[config.mk]
export PLATFORM = sky130hd
export DESIGN_NAME = reaction_sequencer
export DESIGN_NICKNAME = d
export VERILOG_FILES = /design/src/rtl/reaction_sequencer.sv
export SDC_FILE = /design/constraint.sdc
export NUM_CORES = 1
export LEC_CHECK = 0
export CELL_PAD_IN_SITES_DETAIL_PLACEMENT = 1
export CELL_PAD_IN_SITES_GLOBAL_PLACEMENT = 2
export CORE_MARGIN = 4
export CORE_UTILIZATION = 43
export CTS_CLUSTER_SIZE = 12
export DETAILED_ROUTE_END_ITERATION = 8
export DONT_BUFFER_PORTS = 1
export PLACE_DENSITY_LB_ADDON = 0.1
export SYNTH_ARGS = -nofsm -noshare
export SYNTH_HDL_FRONTEND = slang
export SYNTH_SLANG_ARGS = --single-unit
[constraint.sdc]
create_clock -name clock -period 7.25 [get_ports clock]
set_clock_uncertainty 0.15 [all_clocks]
set_input_delay 1.0875 -clock clock [delete_from_list [all_inputs] [get_ports clock]]
set_output_delay 1.0875 -clock clock [all_outputs]
set_load 0.02 [all_outputs]
[src/rtl/reaction_sequencer.sv]
// Reaction timer game controller: IDLE -> PREP -> TEST -> RESULT with a FALSE_START penalty branch.
// Single cycle: every output is registered and updates on the edge after the qualifying input cycle.
module reaction_sequencer #(
    parameter int MAX_REACT_MS  = 9999,
    parameter int FALSE_HOLD_MS = 2000
) (
    input  logic        clock,
    input  logic        reset,
    input  logic        rising_edge_1khz,
    input  logic        button_press,
    input  logic        clear_best,
    input  logic        timeout,
    output logic [2:0]  current_state,
    output logic [13:0] reaction_ms,
    output logic [13:0] best_ms,
    output logic        new_best,
    output logic        no_response,
    output logic        go_led
);

    localparam logic [2:0] S_IDLE   = 3'd0;
    localparam logic [2:0] S_PREP   = 3'd1;
    localparam logic [2:0] S_TEST   = 3'd2;
    localparam logic [2:0] S_RESULT = 3'd3;
    localparam logic [2:0] S_FALSE  = 3'd4;

    localparam logic [13:0] MAX_C  = 14'(MAX_REACT_MS);
    localparam logic [13:0] HOLD_C = 14'(FALSE_HOLD_MS);

    logic [2:0]  state_q, state_d;
    logic [13:0] cnt_q, cnt_d;
    logic [13:0] reaction_q, reaction_d;
    logic [13:0] best_q, best_d;
    logic        new_best_q, new_best_d;
    logic        no_resp_q, no_resp_d;

    always_ff @(posedge clock or posedge reset) begin
        if (reset) begin
            state_q    <= S_IDLE;
            cnt_q      <= '0;
            reaction_q <= '0;
            best_q     <= MAX_C;
            new_best_q <= 1'b0;
            no_resp_q  <= 1'b0;
        end else begin
            state_q    <= state_d;
            cnt_q      <= cnt_d;
            reaction_q <= reaction_d;
            best_q     <= best_d;
            new_best_q <= new_best_d;
            no_resp_q  <= no_resp_d;
        end
    end

    always_comb begin
        state_d = state_q;
        case (state_q)
            S_IDLE:   if (button_press) state_d = S_PREP;
            S_PREP: begin
                // A press coincident with the timeout is still a false start.
                if (button_press)  state_d = S_FALSE;
                else if (timeout)  state_d = S_TEST;
            end
            S_TEST: begin
                if (button_press)        state_d = S_RESULT;
                else if (cnt_q == MAX_C) state_d = S_RESULT;
            end
            S_RESULT: if (button_press) state_d = S_IDLE;
            S_FALSE: begin
                if (rising_edge_1khz && cnt_q == HOLD_C - 14'd1) state_d = S_IDLE;
            end
            default:  state_d = S_IDLE;
        endcase
    end

    always_comb begin
        cnt_d      = cnt_q;
        reaction_d = reaction_q;
        best_d     = best_q;
        new_best_d = new_best_q;
        no_resp_d  = no_resp_q;
        case (state_q)
            S_IDLE: begin
                if (clear_best) best_d = MAX_C;
                if (button_press) begin
                    new_best_d = 1'b0;
                    no_resp_d  = 1'b0;
                end
            end
            S_PREP: begin
                if (button_press || timeout) cnt_d = '0;
            end
            S_TEST: begin
                // The counter saturates at MAX_C; a press in that cycle is still a valid result.
                if (button_press) begin
                    reaction_d = cnt_q;
                    no_resp_d  = 1'b0;
                    if (cnt_q < best_q) begin
                        best_d     = cnt_q;
                        new_best_d = 1'b1;
                    end else begin
                        new_best_d = 1'b0;
                    end
                end else if (cnt_q == MAX_C) begin
                    reaction_d = MAX_C;
                    no_resp_d  = 1'b1;
                    new_best_d = 1'b0;
                end else if (rising_edge_1khz) begin
                    cnt_d = cnt_q + 14'd1;
                end
            end
            S_FALSE: begin
                if (rising_edge_1khz) cnt_d = cnt_q + 14'd1;
            end
            default: ;
        endcase
    end

    always_comb begin
        go_led = (state_q == S_TEST);
    end

    assign current_state = state_q;
    assign reaction_ms   = reaction_q;
    assign best_ms       = best_q;
    assign new_best      = new_best_q;
    assign no_response   = no_resp_q;

endmodule

; Yosys cells after proc, flatten, opt, wreduce, memory -nomap -nowiden
; Cells that the tools add are included.
[classes]
muxes = 27
n_addsub = 1
n_eq_ne = 17
n_reduce_logical = 11
order_cmp = 1
[ops]
columns = operator, count
row1 = $mux 14, 9
row2 = $pmux 14 s3, 1
row3 = $pmux 14 s2, 1
row4 = $mux 3, 7
row5 = $ne 2x2->1 const B, 8
row6 = $pmux 3 s5, 1
row7 = $add 14x1->14 const B, 1
row8 = $eq 14x11->1 const B, 1
row9 = $eq 14x14->1 const B, 1
row10 = $lt 14x14->1, 1
row11 = $reduce_and 4->1, 2
row12 = $eq 3x2->1 const B, 2
row13 = $mux 1, 6
row14 = $reduce_and 5->1, 1
row15 = $pmux 1 s2, 2
row16 = $reduce_bool 2->1, 2
row17 = $eq 3x1->1 const B, 1
row18 = $eq 3x3->1 const B, 1
row19 = $logic_not 3->1, 1
row20 = $ne 3x2->1 const B, 1
row21 = $ne 3x3->1 const B, 1
row22 = $reduce_and 3->1, 1
row23 = $reduce_bool 3->1, 1
row24 = $ne 2x1->1 const B, 1
row25 = 3 further kinds, 3
[totals]
wordCells = 63
reg_bits = 47
out_inout_bits = 34

; Longest topological paths before layout
[logic_depth]
ltp_word = 5
mapped_depth = 9
ltp_nobuf = 7

; Worst setup path after synthesis
; No wires, ideal clock.
[synth_path]
path_type = input port to flip-flop
from = input button_press
to = register cnt_q[4]
cell_stages = 7
arrival_time_ps = 2480
setup_time_ps = 77
n_path_buf = 2
path_slack_ps = 4542
path_cell_list = buf_2 nor2_1 o32ai_1 mux2i_1 clkbuf_8 or4_2 a21oi_1
[synth_via]
elab_chain_len = 3
word_cells_on_any_way = 4
cone_classes = eq/ne: 2 / reduce/logical: 2
[synth_rtl]
columns = element, line
row1 = "start, declared", 10  ; input logic button_press,
row2 = $logic_or 1x1->1, 91  ; if (button_press || timeout) cnt_d = '0;
row3 = $ne 2x2->1 (no line), --
row4 = $reduce_and 4->1 (no line) (*), --
row5 = "end signal, assigned", 47  ; cnt_q <= cnt_d;
row6 = "end, declared", 31  ; logic [13:0] cnt_q, cnt_d;
; Mark *: on every way between the ends. The rest lies on a longest branch, timed or not.
; A chain may end at the register's enable or synchronous reset.

; Worst setup path in the final report
[layout_path]
from = register state_q[1] (netlist: current_state[1])
to = register best_q[9] (netlist: best_ms[9])
[layout_via]
elab_chain_len = 3
word_cells_on_any_way = 8
cone_classes = eq/ne: 4 / mux: 1 / reduce/logical: 3
[layout_rtl]
columns = element, line
row1 = "start, declared", 30  ; logic [2:0] state_q, state_d;
row2 = "start signal, assigned", 46  ; state_q <= state_d;
row3 = $eq 3x2->1 or $logic_not 3->1 (tied branches), 82  ; case (state_q)
row4 = "$ne 2x1->1 (no line), or another cell as far along", --
row5 = $reduce_and 4->1 (no line), --
row6 = "end signal, assigned", 49  ; best_q <= best_d;
row7 = "end, declared", 33  ; logic [13:0] best_q, best_d;
; Several ways; a longest one is shown, not always the timed one.

==> results_dict.tcl <==
set metrics [dict create \
    status "finished, final reports clean" \
    vias 2044 \
    syn_to_final_growth_pct 3.17 \
    drt-total-wl_um 6880 \
    cap_violations 0 \
    final_cell_mix "39 x dfrtp_1, 32 x nand2_1, 28 x nor2_1, 21 x mux2i_1, 16 x inv_1" \
    nNetsFinal 291 \
    p_clk_share_pct 22.6 \
    vias_per_cell 5.89 \
    tightestPinTransition_ns 1.16 \
    clk_latency_ns 0.31 \
    p_comb_share_pct 26.6 \
    slew_headroom_pct 22.2 \
    coreArea_um2 6030 \
    antenna_left 0 \
    r2r_end "best_ms[9]" \
    fin_crit_sh_pct 40.2 \
    yosysWarnings 0 \
    reg2reg_depth 4 \
    syn_avg_cell_area_um2 9.91 \
    endpoint_kind "register" \
    peakVddDrop_v 0.000157 \
    r2r_slack_ns 4.33 \
    p_int_w 0.000509 \
    h-tree-depth 2 \
    power_w 0.000882 \
    grt_overflow 0 \
    grt_pass1_vias 2085 \
    synth_cells 275 \
    finalNonFillerCells 347 \
    crit_path_top_delay_cell "a211oi_4" \
    dp_hpwl_um 4760 \
    tns_ns 0 \
    crit_type "reg2reg" \
    r2r_start "current_state[1]" \
    row_count 28 \
    hold_path_end "best_ms[0]" \
    synth-seq-cells 47 \
    ys_types 49 \
    crit_fanout 15 \
    cts_tree "done" \
    cpPeakStageDelay_ns 0.81 \
    mostFrequentLayoutCell "dfrtp_1" \
    grtUsageTotal_pct 19.5 \
    drcViolationCount 0 \
    io_buffers 0 \
    post_cts_buffers 0 \
    cts.sinks 47 \
    hold_viol 0 \
    hp-class "reg2reg" \
    gp_congestion 0.738 \
    arrival_ns 3.01 \
    start_util_pct 45.2 \
    p_seq_share_pct 50.8 \
    cts-root-buf "clkbuf_8" \
    die_h_um 87.6 \
    synthesis.area_um2 2730 \
    ios 40 \
    cp.required_ns 7.34 \
    setup_viol 0 \
    fmax_mhz 343 \
    cts_buffer_depth 2 \
    holdCritStartpoint "best_ms[0]" \
    rsz0062_at_grt "false" \
    drive_gt1_share_pct 11.8 \
    min_period_ns 2.92 \
    dp.cells 339 \
    path_cells "nand3_2, a211o_1, a211oi_4, mux2i_1" \
    cts_resized 0 \
    ys_seq_area_share_pct 43.5 \
    drtIter0Drc 85 \
    p_sw_w 0.000373 \
    grt_first_pass_wirelength_um 11500 \
    antenna_found_initial 0 \
    die-area_um2 7680 \
    drv_slew 0 \
    hold_buffers 0 \
    p_per_area_nw_per_um2 314 \
    hold_depth 2 \
    start_kind "register" \
    swShare_pct 42.3 \
    path_clk_slew_ns 0.09 \
    numCtsBuffers 5 \
    die_w_um 87.6 \
    grt_max_degree 48 \
    postSynthNetCount 295 \
    p_leak_nw 1.21 \
    first_pass_iters 4 \
    wire_per_inst_um 19.8 \
    diodes 0 \
]
-- area by class of cell --
| cell class | instances | area, µm² |
|---|---|---|
| Tap cell | 75 | 93.8 |
| Clock buffer | 5 | 68.8 |
| Fill cell | 705 | 3210 |
| Inverter | 19 | 71.3 |
| Timing Repair Buffer | 1 | 7.51 |
| Clock inverter | 3 | 43.8 |
| Multi-Input combinational cell | 197 | 1340 |
| Sequential cell | 47 | 1190 |
-- power groups by stage --
stage,Combinational (W),Clock [W],Sequential [W]
floorplan,0.000217,0,0.000424
global placement,0.000230,0,0.000457
detailed placement,0.000234,0,0.000455
CTS,0.000237,0.000206,0.000450
global route,0.000267,0.000216,0.000461
finish,0.000234,0.000199,0.000448
-- flip-flops by register name, indices dropped and copies added (netlist names) --
name           flops
best_ms           14
current_state      3
no_response        1
cnt_q             14
new_best           1
reaction_ms       14
-- kinds of logic after synthesis --
| group | synth area share [%] |
|---|---|
| and+or+nand+nor | 21.2 |
| muxes | 7.71 |
| AOI/OAI and AO/OA | 13.5 |
| xor gates and xnor gates | 0.321 |
| buffers and inverters | 7.30 |
| adders and majority gates | 6.43 |
| DFF | 43.5 |
-- critical path, delay by kind of cell, from the launching register on --
family             cells  cell delay, ns
AOI/OAI and AO/OA      2            1.22
DFF                    1            0.79
muxes                  1            0.28
and+or+nand+nor        1            0.40
-- cell usage after synthesis (all sizes together) --
library cell	instances	area, µm²
a211o	2	17.5
a211oi	3	35.0
a21o	1	7.51
a21oi	13	65.1
a22o	5	45.0
a31oi	1	6.26
and2	1	8.76
and3	1	6.26
buf	4	56.3
clkbuf	8	71.3
dfrtp	39	976
dfstp	8	210
ha	14	175
inv	19	71.3
mux2i	21	210
nand2	33	140
nand2b	8	50.1
nand3	12	65.1
nand3b	1	7.51
nand4	4	25.0
nand4b	1	8.76
nor2	29	116
nor3	3	15.0
nor4	5	37.5
nor4b	2	17.5
o21a	2	15.0
o21ai	6	30.0
o21bai	1	7.51
o22a	8	70.1
o31ai	7	52.6
o32ai	1	8.76
o41ai	1	8.76
or3	2	12.5
or3b	1	8.76
or4	7	57.6
xor2	1	8.76
-- per-stage QoR --
stage               area (µm²)  hold slack, ns  util, %  setup slack [ns]
floorplan                 2730           0.369        -              4.54
global placement          2700           0.425     44.8              4.23
detailed placement        2700           0.437     44.8              4.15
global route              2810           0.470     46.7              4.09
CTS                       2810           0.452     46.7              4.26
finish                    2810           0.447     46.7              4.33
-- layer usage --
| layer | wire (µm) | global-route usage, % | vias up |
|---|---|---|---|
| li1 | - | - | 970 |
| met1 | 3350 | 27.3 | 1031 |
| met2 | 3190 | 30.9 | 36 |
| met3 | 281 | 4.33 | 7 |
| met4 | 66 | 4.60 | 0 |
| met5 | 0 | 0 | - |
-- worst max-delay path by stage --
stage / from / to / slack [ns]
after detailed placement: button_press / best_ms[3] / 4.15
after floorplan: button_press / cnt_q[4] / 4.54
after global placement: button_press / best_ms[3] / 4.23
after global routing: current_state[1] / best_ms[0] / 4.09
after CTS: current_state[1] / best_ms[10] / 4.26
final: current_state[1] / best_ms[9] / 4.33
Power figures use the tool's default switching activity.
